--- src/rtl/loader_pkg.sv ---
// Shared types and constants for the instruction-memory loader.
package loader_pkg;

  typedef enum logic [2:0] {
    S_LEN0,
    S_LEN1,
    S_DATA,
    S_CSUM,
    S_DONE
  } state_t;

  localparam int unsigned LEN_BYTES  = 2;
  localparam int unsigned WORD_BYTES = 4;

endpackage

--- src/rtl/word_assembler.sv ---
// Collects four stream bytes into a little-endian 32-bit word.
module word_assembler
  import loader_pkg::*;
(
  input  logic        clock,
  input  logic        reset,
  input  logic        clear,
  input  logic        byte_fire,
  input  logic [7:0]  byte_data,
  output logic        word_valid,
  output logic [31:0] word
);

  logic [1:0]  lane_q, lane_d;
  logic [31:0] shift_q, shift_d;
  logic [31:0] insert;

  // The completed word includes the byte arriving this cycle, so word is
  // presented on the same cycle as the 4th handshake.
  always_comb begin
    insert = shift_q;
    insert[{lane_q, 3'b000} +: 8] = byte_data;
    word       = insert;
    word_valid = byte_fire && (lane_q == 2'(WORD_BYTES - 1));
  end

  always_comb begin
    lane_d  = lane_q;
    shift_d = shift_q;
    if (clear) begin
      lane_d  = '0;
      shift_d = '0;
    end else if (byte_fire) begin
      lane_d  = lane_q + 2'd1;
      shift_d = insert;
    end
  end

  always_ff @(posedge clock) begin
    if (reset) begin
      lane_q  <= '0;
      shift_q <= '0;
    end else begin
      lane_q  <= lane_d;
      shift_q <= shift_d;
    end
  end

endmodule

--- src/rtl/inst_mem_loader.sv ---
// Fills instruction memory from a framed byte stream and holds the core in
// reset until the frame (length, words, XOR checksum) has been consumed.
module inst_mem_loader
  import loader_pkg::*;
#(
  parameter int ADDR_WIDTH = 8,
  parameter int DATA_WIDTH = 32
) (
  input  logic                  clock,
  input  logic                  reset,
  input  logic                  start,
  input  logic                  byte_valid,
  input  logic [7:0]            byte_data,
  output logic                  byte_ready,
  output logic                  mem_we,
  output logic [ADDR_WIDTH-1:0] mem_addr,
  output logic [DATA_WIDTH-1:0] mem_wdata,
  output logic                  core_reset,
  output logic                  done,
  output logic                  error
);

  localparam logic [16:0] DEPTH_W = 17'd1 << ADDR_WIDTH;

  state_t                state_q;
  logic [15:0]           len_q;
  logic [16:0]           word_cnt_q;
  logic [31:0]           acc_q;
  logic                  mem_we_q;
  logic [ADDR_WIDTH-1:0] mem_addr_q;
  logic [31:0]           mem_wdata_q;
  logic                  core_reset_q;
  logic                  done_q;
  logic                  error_q;

  logic        byte_fire;
  logic        asm_fire;
  logic        word_valid;
  logic [31:0] word;
  logic [15:0] len_full;

  assign byte_ready = !reset && (state_q != S_DONE);
  assign byte_fire  = byte_valid && byte_ready;
  assign asm_fire   = byte_fire && (state_q == S_DATA || state_q == S_CSUM);
  assign len_full   = {byte_data, len_q[7:0]};

  word_assembler u_asm (
    .clock      (clock),
    .reset      (reset),
    .clear      (state_q == S_DONE),
    .byte_fire  (asm_fire),
    .byte_data  (byte_data),
    .word_valid (word_valid),
    .word       (word)
  );

  always_ff @(posedge clock) begin
    if (reset) begin
      state_q      <= S_LEN0;
      len_q        <= '0;
      word_cnt_q   <= '0;
      acc_q        <= '0;
      mem_we_q     <= 1'b0;
      mem_addr_q   <= '0;
      mem_wdata_q  <= '0;
      core_reset_q <= 1'b1;
      done_q       <= 1'b0;
      error_q      <= 1'b0;
    end else begin
      mem_we_q <= 1'b0;
      case (state_q)
        S_LEN0: if (byte_fire) begin
          len_q[7:0] <= byte_data;
          state_q    <= S_LEN1;
        end
        S_LEN1: if (byte_fire) begin
          len_q[15:8] <= byte_data;
          if ({1'b0, len_full} > DEPTH_W) error_q <= 1'b1;
          state_q <= (len_full == 16'd0) ? S_CSUM : S_DATA;
        end
        S_DATA: if (word_valid) begin
          // acc absorbs the word at the handshake, ahead of the registered
          // write strobe, so checksum bytes may follow with no gap.
          mem_we_q    <= (word_cnt_q < DEPTH_W);
          mem_addr_q  <= word_cnt_q[ADDR_WIDTH-1:0];
          mem_wdata_q <= word;
          acc_q       <= acc_q ^ word;
          word_cnt_q  <= word_cnt_q + 17'd1;
          if (word_cnt_q + 17'd1 == {1'b0, len_q}) state_q <= S_CSUM;
        end
        S_CSUM: if (word_valid) begin
          if (word != acc_q) error_q <= 1'b1;
          state_q      <= S_DONE;
          done_q       <= 1'b1;
          core_reset_q <= 1'b0;
        end
        S_DONE: if (start) begin
          state_q      <= S_LEN0;
          len_q        <= '0;
          word_cnt_q   <= '0;
          acc_q        <= '0;
          core_reset_q <= 1'b1;
          done_q       <= 1'b0;
          error_q      <= 1'b0;
        end
        default: state_q <= S_LEN0;
      endcase
    end
  end

  assign mem_we     = mem_we_q;
  assign mem_addr   = mem_addr_q;
  assign mem_wdata  = mem_wdata_q;
  assign core_reset = core_reset_q;
  assign done       = done_q;
  assign error      = error_q;

endmodule

--- config.mk ---
export PLATFORM = sky130hd
export DESIGN_NAME = inst_mem_loader
export DESIGN_NICKNAME = d
export VERILOG_FILES = /design/src/rtl/loader_pkg.sv /design/src/rtl/word_assembler.sv /design/src/rtl/inst_mem_loader.sv
export SDC_FILE = /design/constraint.sdc
export NUM_CORES = 1
export LEC_CHECK = 0
export ABC_AREA = 1
export BUFFER_PORTS_ARGS = -buffer_cell sky130_fd_sc_hd__buf_2
export CORE_UTILIZATION = 35
export CTS_BUF_LIST = sky130_fd_sc_hd__clkbuf_8
export DETAILED_ROUTE_END_ITERATION = 8
export GPL_ROUTABILITY_DRIVEN = 0
export SYNTH_ARGS = -nofsm -noshare
export SYNTH_HDL_FRONTEND = slang
export SYNTH_SLANG_ARGS = --single-unit
--- constraint.sdc ---
create_clock -name clock -period 2.1 [get_ports clock]
set_clock_uncertainty 0.15 [all_clocks]
set_input_delay 0.42 -clock clock [delete_from_list [all_inputs] [get_ports clock]]
set_output_delay 0.42 -clock clock [all_outputs]
set_load 0.05 [all_outputs]
After elaboration in Yosys (flattened, before gate mapping)
Index checks and enable logic that the tools add are counted.
{"block": "word_totals", "input_bits": 12, "elab_cells": 91, "regBits": 146}
{"block": "op_classes", "bitwise": 3, "eq_ne": 16, "n_lt_le_gt_ge": 2, "mux": 30, "addsub": 3, "shifts": 2, "reduce_logical": 22}
{"operator": "$mux 32", "n": 2}
{"operator": "$pmux 32 s2", "n": 1}
{"operator": "$mux 17", "n": 2}
{"operator": "$pmux 17 s2", "n": 1}
{"operator": "$bwmux 32", "n": 1}
{"operator": "$ne 32x32->1", "n": 1}
{"operator": "$pmux 8 s2", "n": 2}
{"operator": "$shift 8x7->32 const A", "n": 1}
{"operator": "$shiftx 8x7->32", "n": 1}
{"operator": "$xor 32x32->32", "n": 1}
{"operator": "$mux 3", "n": 6}
{"operator": "$add 17x1->17 const B", "n": 1}
{"operator": "$eq 17x16->1", "n": 1}
{"operator": "$lt 17x9->1 const B", "n": 1}
{"operator": "$gt 16x9->1 const B", "n": 1}
{"operator": "$logic_not 16->1", "n": 1}
{"operator": "$mux 16", "n": 1}
{"operator": "$pmux 3 s5", "n": 1}
{"operator": "$reduce_and 3->1", "n": 4}
{"operator": "$reduce_and 6->1", "n": 2}
{"operator": "$mux 1", "n": 9}
{"operator": "$mux 8", "n": 1}
{"operator": "$ne 2x1->1 const B", "n": 4}
{"operator": "$ne 2x2->1 const B", "n": 4}
{"operator": "other kinds (19)", "n": 28}

Logic depth before layout (Yosys ltp)
Gate-level depths: netlist of the first run.
{"block": "depth", "ltp_word": 7, "ltp_mapped": 16}

Hierarchy
From an unflattened synthesis of the first run, not the netlist that was laid out.
{"block": "unflattened", "cells_unflattened": 1097, "area_unflattened_um2": 7434.6}
{"mod": "inst_mem_loader", "seq_area_each_um2": 2242.2, "cells_per_inst": 757, "area_each_um2": 5400.2, "n_inst": 1}
{"mod": "word_assembler", "seq_area_each_um2": 680.7, "cells_per_inst": 340, "area_each_um2": 2034.5, "n_inst": 1}

Least setup slack after synthesis of the first run
No wires, ideal clock.
{"block": "synth_timing", "kind": "register -> register", "start": "register u_asm.lane_q[0]", "end": "register error_q (netlist: error)", "slack_ps": -192, "setup_ps": 132, "required_time_ps": 1818, "path_stages_with_launch": 14, "arrival_time_ps": 2010, "synth_period_minus_slack_ps": 2292, "path_buffers": 0, "path_cell_list": "dfxtp_1 > inv_1 > ha_1 > nor2_2 > nand3_1 > nand2_1 > xor2_1 > nand2_1 > nor2_1 > nand3_1 > nor2_1 > nand2_1 > nand3_1 > a21oi_1"}
{"block": "synth_via", "elab_chain_len": 6}
{"element": "from (decl)", "line": "word_assembler.sv:14", "source": "logic [1:0] lane_q, lane_d;"}
{"element": "from (signal assigned)", "line": "word_assembler.sv:44", "source": "lane_q <= lane_d;"}
{"element": "$neg 5->7", "line": "word_assembler.sv:22", "source": "insert[{lane_q, 3'b000} +: 8] = byte_data;"}
{"element": "$shiftx 8x7->32 / $shift 8x7->32 (equally long branches)", "line": "word_assembler.sv:22"}
{"element": "$bwmux 32", "line": "word_assembler.sv:22"}
{"element": "$ne 32x32->1", "line": "inst_mem_loader.sv:92", "source": "if (word != acc_q) error_q <= 1'b1;"}
{"element": "$ne 2x1->1 (no line)"}
{"element": "$reduce_and 6->1 (no line) *"}
{"element": "to (signal assigned)", "line": "inst_mem_loader.sv:78", "source": "if ({1'b0, len_full} > DEPTH_W) error_q <= 1'b1;"}
{"element": "to (signal assigned)", "line": "inst_mem_loader.sv:92"}
{"element": "to (signal assigned)", "line": "inst_mem_loader.sv:104", "source": "error_q <= 1'b0;"}
{"element": "to (decl)", "line": "inst_mem_loader.sv:34", "source": "logic error_q;"}
Every way passes the cells marked *; elsewhere a longest branch is shown, timed or not.
A chain may end at the register's enable or synchronous reset.

Final worst setup path of the first run
Ends and elaborated chain as after synthesis.

==> results of run 1 <==
## cells by family after synthesis
| logic type | Yosys count |
|---|---|
| adders and majority gates | 6 |
| buffers and inverters | 158 |
| and+or+nand+nor | 418 |
| AOI/OAI and AO/OA | 242 |
| xor gates and xnor gates | 17 |
| DFF | 146 |
## how the worst max path moves through the flow
stage / start / to / cells after the start
2_1_floorplan: reset / byte_ready / 5
3_3_place_gp: u_asm.lane_q[0] / error / 14
3_5_place_dp: u_asm.lane_q[0] / error / 14
4_1_cts: u_asm.lane_q[0] / error / 14
5_1_grt: u_asm.lane_q[0] / error / 17
6_report: u_asm.lane_q[0] / error / 13
## report_power, final
| part | internal, W | switching, W | total (W) |
|---|---|---|---|
| registers | 0.00298 | 0.000132 | 0.00311 |
| logic | 0.000826 | 0.00118 | 0.00200 |
| clock network | 0.00128 | 0.00113 | 0.00242 |
| total | 0.00509 | 0.00244 | 0.00753 |
## sequential cells by signal (all words and copies together) (netlist names)
name           count
error              1
core_reset         1
u_asm.shift_q     32
done               1
u_asm.lane_q       2
word_cnt_q        17
state_q            3
mem_we             1
mem_addr           8
len_q             16
acc_q             32
mem_wdata         32
## worst max-delay path, stage by stage, from the launching register on
cell and delay, ns:
dfxtp_4 0.37, inv_4 0.05, ha_4 0.28, nor2_4 0.22, nand2_2 0.12, o21ai_4 0.08, xor2_2 0.18, nand2_1 0.08
nor2_2 0.15, nand2_1 0.11, nor2_1 0.12, nand2_1 0.06, nand3_1 0.07, a21oi_1 0.06
## cell type report
type | count | area [sq um] | area share [%]
Multi-Input combinational cell | 683 | 3696 | 39.99
Inverter | 121 | 469.2 | 5.076
Sequential cell | 146 | 2942 | 31.83
Clock inverter | 15 | 192.7 | 2.085
Timing Repair Buffer | 191 | 1378 | 14.90
Clock buffer | 17 | 234.0 | 2.531
Tap cell | 265 | 331.6 | 3.587
## per-stage QoR
| stage | area [sq um] | util [%] |
|---|---|---|
| 3_3_place_gp | 8325 | 42.78 |
| 6_report | 9243 | 47.49 |
| 5_1_grt | 9243 | 47.49 |
| 3_5_place_dp | 8325 | 42.78 |
| 2_1_floorplan | 6955 | - |
| 4_1_cts | 8980 | 46.14 |
## repair_timing
| item | 4_1_cts | 5_1_grt |
|---|---|---|
| buffers inserted | 11 | 5 |
| endpoints found under the setup margin | 25 | 33 |
| cloned | 0 | 1 |
| pin swaps | 21 | 24 |
| hold buffers | 0 | 0 |
| resized for setup | 63 | 59 |
## per-layer routing
metal	vias up	routed length, microns
li1	3638	-
met1	3246	9960
met2	172	9638
met3	39	942
met4	0	476
met5	-	0
## cells in the final DEF, fill, tap and decap left out, types with 6 or more instances in the layout
master,netlist,final
nand2_1,214,193
dfxtp_1,146,135
buf_4,5,125
inv_1,110,105
nor2_1,106,89
o21ai_0,87,71
a21oi_1,60,60
nand3_1,58,57
buf_2,12,55
o22ai_1,27,26
o21ai_1,24,22
nand2_2,2,20
o21ai_2,0,17
clkbuf_8,0,17
a31oi_1,16,16
nor2_4,5,13
nor2_2,4,13
nand4_1,13,13
xor2_1,15,13
inv_2,9,12
o211ai_1,11,11
dfxtp_2,0,9
buf_6,0,7
o32ai_1,6,6
==> impl_metrics.json, run 1 <==
{
  "p_total_w": 0.007533,
  "post-place-cells": 1390,
  "p_leak_nw": 3.913,
  "die_h_microns": 142.8,
  "track_usage_pct": 21.66,
  "diodes": 0,
  "grt_pass1_vias": 6639,
  "synth.top_cell.area_share_pct": 42.15,
  "antenna_found_initial": 0,
  "die_x_microns": 142.8,
  "drive_above_1_share_pct": 28.47,
  "portBuffers": 56,
  "ys_top_cells_by_count": "214 x nand2_1, 146 x dfxtp_1, 110 x inv_1",
  "final_hold_viol_count": 0,
  "violations": "setup timing",
  "gr-total-overflow": 0,
  "syn-cell-area_sq_mm": 0.006934,
  "ys_top_cells_by_area": "dfxtp_1 42%, nand2_1 12%, o21ai_0 6.3%, inv_1 6.0%, nor2_1 5.7%",
  "ys_seq_elements": 146,
  "whs_ns": 0.1989,
  "r2r_cells": 13,
  "synth_edf_count": 0,
  "worstReg2RegEnd": "error",
  "r2r-start": "u_asm.lane_q[0]",
  "io_pins": 57,
  "wl_per_cell_microns": 14.62,
  "worstSkewPairLatency_ns": 0.47,
  "core_sq_mm": 0.01946,
  "post_synth_num_cell_types": 39,
  "synth_fp_nets": 1005,
  "dieArea_sq_mm": 0.02038,
  "setup_viol": 2,
  "worstSetupEndpointType": "register",
  "finalCritPeriodShare_pct": 106.2,
  "final.setup.tns_ns": -0.2122,
  "synth_compound_area_share_pct": 19.63,
  "peakVddDrop_uv": 455.6,
  "slew_headroom_pct": 60.61,
  "hold_depth": 3,
  "clk_root_buffer_cell": "clkbuf_8",
  "grt_use_met1_pct": 28.41,
  "rows": 51,
  "path_clk_slew_ns": 0.09,
  "synthSimpleGateAreaFrac_pct": 25.91,
  "async_reset_ff_share_pct": 0,
  "rsz0062_at_grt": "true",
  "min_period_ns": 2.230,
  "synth_top_area_cell": "dfxtp_1",
  "ys.flop_type": "dfxtp_1",
  "drc": 0,
  "holdCritStartpoint": "byte_data[7]",
  "viasPerCell": 4.934,
  "synth.area.mux_share_pct": 0,
  "avgSynthCellArea_sq_um": 7.025,
  "min_to": "len_q[7]",
  "cts_htree_levels": 4,
  "grtUsageMet2_pct": 35.47,
  "rrSetupSlack_ns": -0.13,
  "initial_core_util_pct": 35.63,
  "maxCapViolCount": 0,
  "clk_path_buf_depth": 2,
  "crit_type": "register to register",
  "dr_total_vias": 7095,
  "ys_seq_area_share_pct": 42.15,
  "drv_slew": 0,
  "drt_iter0_drc": 556,
  "drtAntennaViolNets": 0,
  "grt_use_met3_pct": 3.823,
  "numCtsBuffers": 17,
  "hold_path_class": "input pin to register",
  "outcome": "finished, violations left",
  "synth.most_common_cell": "nand2_1",
  "final_cell_count_no_fill": 1438,
  "synthXorXnorAreaFrac_pct": 2.147,
  "tightest_slew_ns": 0.5854,
  "cts_tree": "yes",
  "pre_cts_ws_ns": -0.2719,
  "dp_hpwl_microns": 14810,
  "cp.arrival_ns": 2.43,
  "worst_ep_required_time_ns": 2.30,
  "synth_adder_area_share_pct": 1.083,
  "cts.sink_count": 146,
  "ys_warn_count": 0,
  "syn_to_final_growth_pct": 33.29,
  "wirelength_microns": 21020,
  "setup_ws_ns": -0.1297,
  "syn_inst": 987,
  "grt_max_degree": 54,
  "max_freq_mhz": 448.5,
  "critPathLaunchType": "register",
  "fillCellCount": 1949,
  "path_max_fanout": 6,
  "grt_busiest_layer": "met2",
  "power.density_mw_per_mm2": 815.1,
  "dr.pass1.iters": 5,
  "final_net_count": 1178,
  "synth_top_family_by_area": "simple AND/OR/NAND/NOR gates",
  "grt_pass1_wl_microns": 33910
}
(Power assumes the default switching activity.)
==> run 2: changes to the inputs <==
- BUFFER_PORTS_ARGS: -buffer_cell sky130_fd_sc_hd__buf_2 -> -buffer_cell sky130_fd_sc_hd__buf_4
- CORE_MARGIN: default -> 2
==> run 2 against run 1 <==
The flow still finishes with violations (setup timing). Power decreased by 1.3%. First-iteration DRC count is 28% lower. Sequential cell count unchanged. Utilization grew 0.82 points. Register-to-register slack about the same. Sequential power about the same. Maximum frequency increased by 0.15%. Via count fell by 0.32%. Critical path depth rose by 1. Clock power is 7% lower. Die area up 2.8%. Critical endpoint unchanged.
==> impl_metrics.json, run 2 (synthesis gave the netlist of run 1 again) <==
{
  "finish.instance_area_sq_mm": 0.009403,
  "worstSetupStartpoint": "u_asm.lane_q[0]",
  "p_leak_nw": 3.914,
  "viasPerCell": 4.949,
  "path_clk_slew_ns": 0.08,
  "dr_total_vias": 7072,
  "dp_hpwl_microns": 14880,
  "cp.arrival_ns": 2.42,
  "drtAntennaViolNets": 0,
  "hold_depth": 3,
  "fillCellCount": 1957,
  "wirelength_microns": 21210,
  "final_hold_viol_count": 0,
  "finalCritPeriodShare_pct": 106.0,
  "path_max_fanout": 7,
  "diodes": 0,
  "portBuffers": 56,
  "violations": "setup timing",
  "cts_htree_levels": 4,
  "r2r-start": "u_asm.lane_q[0]",
  "die_x_microns": 144.8,
  "worstSetupEndpointType": "register",
  "clk_path_buf_depth": 2,
  "rows": 51,
  "peakVddDrop_uv": 497.6,
  "critPathLaunchType": "register",
  "cpLargestDelayFamily": "simple AND/OR/NAND/NOR gates",
  "seq_area_sq_mm": 0.002938,
  "track_usage_pct": 20.58,
  "r2r_cells": 14,
  "min_period_ns": 2.226,
  "initial_core_util_pct": 35.63,
  "multi_input_area_sq_mm": 0.003769,
  "cts.sink_count": 146,
  "die_h_microns": 144.8,
  "drc": 0,
  "cp_num_buf_inv": 2,
  "critical_path.cell_chain": "inv_4 > ha_4 > nor2_4 > buf_12 > nand3_4 > nand2_2 > xor2_1 > nand2_1 > nor2_1 > nand3_1 > nor2_1 > nand2_1 > nand3_2 > a21oi_2",
  "worst_ep_required_time_ns": 2.29,
  "whs_ns": 0.1562,
  "crit_path_top_delay_cell": "dfxtp_2",
  "final_cell_count_no_fill": 1429,
  "drv_slew": 0,
  "clk_root_buffer_cell": "clkbuf_8",
  "io_pins": 57,
  "critical_path_depth": 14,
  "rrSetupSlack_ns": -0.13,
  "gr-total-overflow": 0,
  "dpl_cell_area_sq_mm": 0.008423,
  "cts_tree": "yes",
  "hold_path_class": "input pin to register",
  "syn_to_final_growth_pct": 35.60,
  "worstSkewPairLatency_ns": 0.46,
  "final.setup.tns_ns": -0.1264,
  "crit_type": "register to register",
  "setup_viol": 1,
  "setup_ws_ns": -0.1264,
  "layout_common_cells": "186 x nand2_1, 165 x buf_4, 136 x dfxtp_1, 103 x inv_1, 90 x nor2_1",
  "rsz0062_at_grt": "true",
  "wl_per_cell_microns": 14.84,
  "max_freq_mhz": 449.2,
  "worstReg2RegEnd": "error",
  "grt_pass1_vias": 6455,
  "dr.pass1.iters": 6,
  "crit_path_end": "error",
  "hold_buffers": 0,
  "power.density_mw_per_mm2": 790.7,
  "p_total_w": 0.007434,
  "grt_max_degree": 55,
  "tightest_slew_ns": 0.5556,
  "antenna_found_initial": 0,
  "drt_iter0_drc": 402,
  "core_sq_mm": 0.01946,
  "grt_pass1_wl_microns": 33430,
  "final_net_count": 1169,
  "slew_headroom_pct": 62.96,
  "cp_slowest_stage_delay_ns": 0.36,
  "post-place-cells": 1381,
  "numCtsBuffers": 17,
  "dieArea_sq_mm": 0.02095,
  "drive_above_1_share_pct": 29.21,
  "maxCapViolCount": 0,
  "outcome": "finished, violations left",
  "final_common_cell": "nand2_1"
}
-- run 2: through the flow --
stage,setup slack [ns],util (%)
after detailed placement,-0.2497,43.28
after global routing,-0.2444,48.31
after CTS,-0.06614,46.70
after global placement,-0.2128,43.28
after floorplan,0.03143,-
final,-0.1264,48.31
-- run 2: how the worst min path moves through the flow --
stage / end / slack (ns) / startpoint
after floorplan: u_asm.shift_q[15] / 0.27 / u_asm.shift_q[15]
after global placement: u_asm.shift_q[28] / 0.28 / u_asm.shift_q[28]
after detailed placement: u_asm.shift_q[28] / 0.29 / u_asm.shift_q[28]
after CTS: len_q[7] / 0.13 / byte_data[7]
after global routing: len_q[7] / 0.17 / byte_data[7]
final: len_q[7] / 0.16 / byte_data[7]
-- run 2: power by group --
group / switching, W / total (W) / internal [W] / leakage, nW
combinational: 0.00120 / 0.00208 / 0.000878 / 2.54
sequential: 0.000129 / 0.00311 / 0.00298 / 1.18
clock: 0.00113 / 0.00224 / 0.00111 / 0.191
total: 0.00246 / 0.00743 / 0.00497 / 3.91
-- run 2: metal layers --
layer / wire length (microns) / up-vias / global-route usage, %
met5: 0 / - / 0
met4: 503 / 0 / 7.205
met3: 1127 / 38 / 3.554
met2: 9544 / 186 / 32.65
met1: 10030 / 3225 / 28.23
li1: - / 3623 / -
-- run 2: area by class of cell --
| type | instances | area share [%] |
|---|---|---|
| Timing Repair Buffer | 182 | 15.95 |
| Tap cell | 265 | 3.526 |
| Sequential cell | 146 | 31.24 |
| Multi-Input combinational cell | 683 | 40.08 |
| Inverter | 121 | 4.950 |
| Clock inverter | 13 | 1.464 |
| Clock buffer | 19 | 2.781 |
-- run 2: what timing repair did --
action,CTS,global route
endpoints found under the setup margin,5,59
gates resized for setup,70,68
buffers inserted,10,6
gates cloned,0,1
pin swaps,27,27
-- run 2: worst min-delay path, cell delays in order --
cell	delay (ns)
buf_4	0.16
nand3_1	0.09
a21oi_1	0.05
==> run 3: changes to the inputs <==
- CELL_PAD_IN_SITES_DETAIL_PLACEMENT: default -> 0
- CELL_PAD_IN_SITES_GLOBAL_PLACEMENT: default -> 1
- PLACE_DENSITY: default -> 0.77
==> run 3 against run 2 <==
The run still ends with setup timing left. Setup slack gained 0.0027 ns. Largest power group unchanged. Wire length grew 1.4%. Utilization grew 0.31 points. First-iteration DRC count grew 26%. Critical path type unchanged.
==> impl_metrics.json, run 3 (synthesis gave the netlist of run 1 again) <==
{
  "outcome": "finished, violations left",
  "violations": "setup timing",
  "die_x_microns": 144.8,
  "drv_slew": 0,
  "worstSetupStartpoint": "u_asm.lane_q[0]",
  "dpl_cell_area_sq_mm": 0.008563,
  "holdCritStartpoint": "byte_data[7]",
  "tightest_slew_ns": 0.6287,
  "rrSetupSlack_ns": -0.12,
  "grtUsageMet2_pct": 34.26,
  "min_period_ns": 2.224,
  "grt_use_met1_pct": 28.72,
  "worstReg2RegEnd": "error",
  "dr.pass1.iters": 5,
  "wl_per_cell_microns": 14.85,
  "final_common_cell": "nand2_1",
  "viasPerCell": 4.852,
  "power.density_mw_per_mm2": 842.0,
  "cts.sink_count": 146,
  "clk_root_buffer_cell": "clkbuf_8",
  "cp_common_cell": "nand2_1",
  "initial_core_util_pct": 35.63,
  "setup_ws_ns": -0.1237,
  "gr-total-overflow": 0,
  "drtAntennaViolNets": 0,
  "post-place-cells": 1403,
  "layout_common_cells": "201 x nand2_1, 191 x buf_4, 138 x dfxtp_1, 104 x inv_1, 93 x nor2_1",
  "grt_use_met3_pct": 3.817,
  "wirelength_microns": 21500,
  "final_cell_count_no_fill": 1448,
  "track_usage_pct": 21.09,
  "crit_type": "register to register",
  "slew_headroom_pct": 58.09,
  "r2r_cells": 13,
  "finish.instance_area_sq_mm": 0.009463,
  "cp.arrival_ns": 2.41,
  "path_clk_slew_ns": 0.08,
  "grt_busiest_layer": "met2",
  "final_net_count": 1188,
  "p_leak_nw": 4.017,
  "syn_to_final_growth_pct": 36.47,
  "diodes": 0,
  "worstSkewPairLatency_ns": 0.45,
  "core_sq_mm": 0.01946,
  "path_max_fanout": 6,
  "final_hold_viol_count": 0,
  "grt_max_degree": 55,
  "multi_input_area_sq_mm": 0.003635,
  "grt_pass1_wl_microns": 33720,
  "min_to": "len_q[7]",
  "dr_total_vias": 7025,
  "finalCritPeriodShare_pct": 105.9,
  "grt_pass1_vias": 6406,
  "cts_htree_levels": 4,
  "cp_slowest_stage_delay_ns": 0.38,
  "final.setup.tns_ns": -0.1237,
  "clk_path_buf_depth": 2,
  "critical_path_depth": 13,
  "r2r-start": "u_asm.lane_q[0]",
  "portBuffers": 56,
  "io_pins": 57,
  "drt_iter0_drc": 508,
  "dieArea_sq_mm": 0.02095,
  "setup_viol": 1,
  "drive_above_1_share_pct": 27.56,
  "rsz0062_at_grt": "true",
  "numCtsBuffers": 17,
  "cp_num_buf_inv": 1,
  "dp_hpwl_microns": 15570,
  "antenna_found_initial": 0,
  "whs_ns": 0.1709,
  "maxCapViolCount": 0,
  "worst_ep_required_time_ns": 2.28,
  "cpLargestDelayFamily": "simple AND/OR/NAND/NOR gates",
  "hold_depth": 3,
  "worstSetupEndpointType": "register",
  "die_h_microns": 144.8,
  "drc": 0,
  "cts_tree": "yes",
  "hold_buffers": 0,
  "crit_path_top_delay_cell": "dfxtp_4",
  "peakVddDrop_uv": 427.3,
  "pre_cts_ws_ns": -0.2528,
  "hold_path_class": "input pin to register",
  "critical_path.cell_chain": "inv_4 > ha_4 > nor2_4 > nand2_2 > o21ai_2 > xor2_1 > nand2_1 > nor2_2 > nand2_1 > nor2_1 > nand2_1 > nand3_1 > a21oi_1",
  "max_freq_mhz": 449.7,
  "rows": 51,
  "fillCellCount": 1964,
  "critPathLaunchType": "register",
  "seq_area_sq_mm": 0.002938
}
==> run 3: cell types whose count changed in the layout (fill, tap and decap cells not counted), sizes merged <==
cell and delta:
clkinv -1, buf +19, inv +1, bufinv +5
clkbuf -1, clkinvlp -4
==> run 3: final cells by class <==
type                    count  area share (%)
multi-input cells         683           38.41
flip-flops and latches    146           31.05
repair buffers            201           16.77
inverters                 121           4.905
well taps                 265           3.504
clock inverters            14           2.750
clock buffers              18           2.618
==> run 3: routing by layer <==
layer / share of wire (%) / wire length [microns]
met1: 48 / 10280
met2: 47 / 10060
met3: 3.7 / 800
met4: 1.7 / 362
met5: 0 / 0
==> run 3: worst register-to-register path, cell delays in order, from the launching register on <==
cell and delay, ns:
dfxtp_4 0.38, inv_4 0.05, ha_4 0.28, nor2_4 0.20, nand2_2 0.08, o21ai_2 0.07, xor2_1 0.22, nand2_1 0.12
nor2_2 0.17, nand2_1 0.09, nor2_1 0.11, nand2_1 0.06, nand3_1 0.06, a21oi_1 0.06
==> run 3: worst max path at each step <==
| stage | end | slack, ns |
|---|---|---|
| 4_1_cts | error | -0.06 |
| 5_1_grt | error | -0.27 |
| 3_3_place_gp | error | -0.22 |
| 6_report | error | -0.12 |
| 3_5_place_dp | error | -0.25 |
| 2_1_floorplan | byte_ready | 0.03 |
==> run 3: power by group <==
part | internal, W | total [W] | switching, W
clock network | 0.00168 | 0.00281 | 0.00113
registers | 0.00298 | 0.00312 | 0.000137
logic | 0.000857 | 0.00204 | 0.00118
total | 0.00552 | 0.00797 | 0.00244
==> run 3: what timing repair did <==
| action | 4_1_cts | 5_1_grt |
|---|---|---|
| buffers inserted | 7 | 6 |
| resized for setup | 56 | 40 |
| pin swaps | 19 | 18 |
| cloned | 0 | 1 |
| setup endpoints to repair | 4 | 69 |
==> run 3: per-stage QoR <==
step                utilization [%]  total power, W
detailed placement            44.00        0.005049
global placement              44.00        0.005044
CTS                           47.55        0.007950
floorplan                         -        0.004259
global route                  48.62        0.008388
finish                        48.62        0.007968
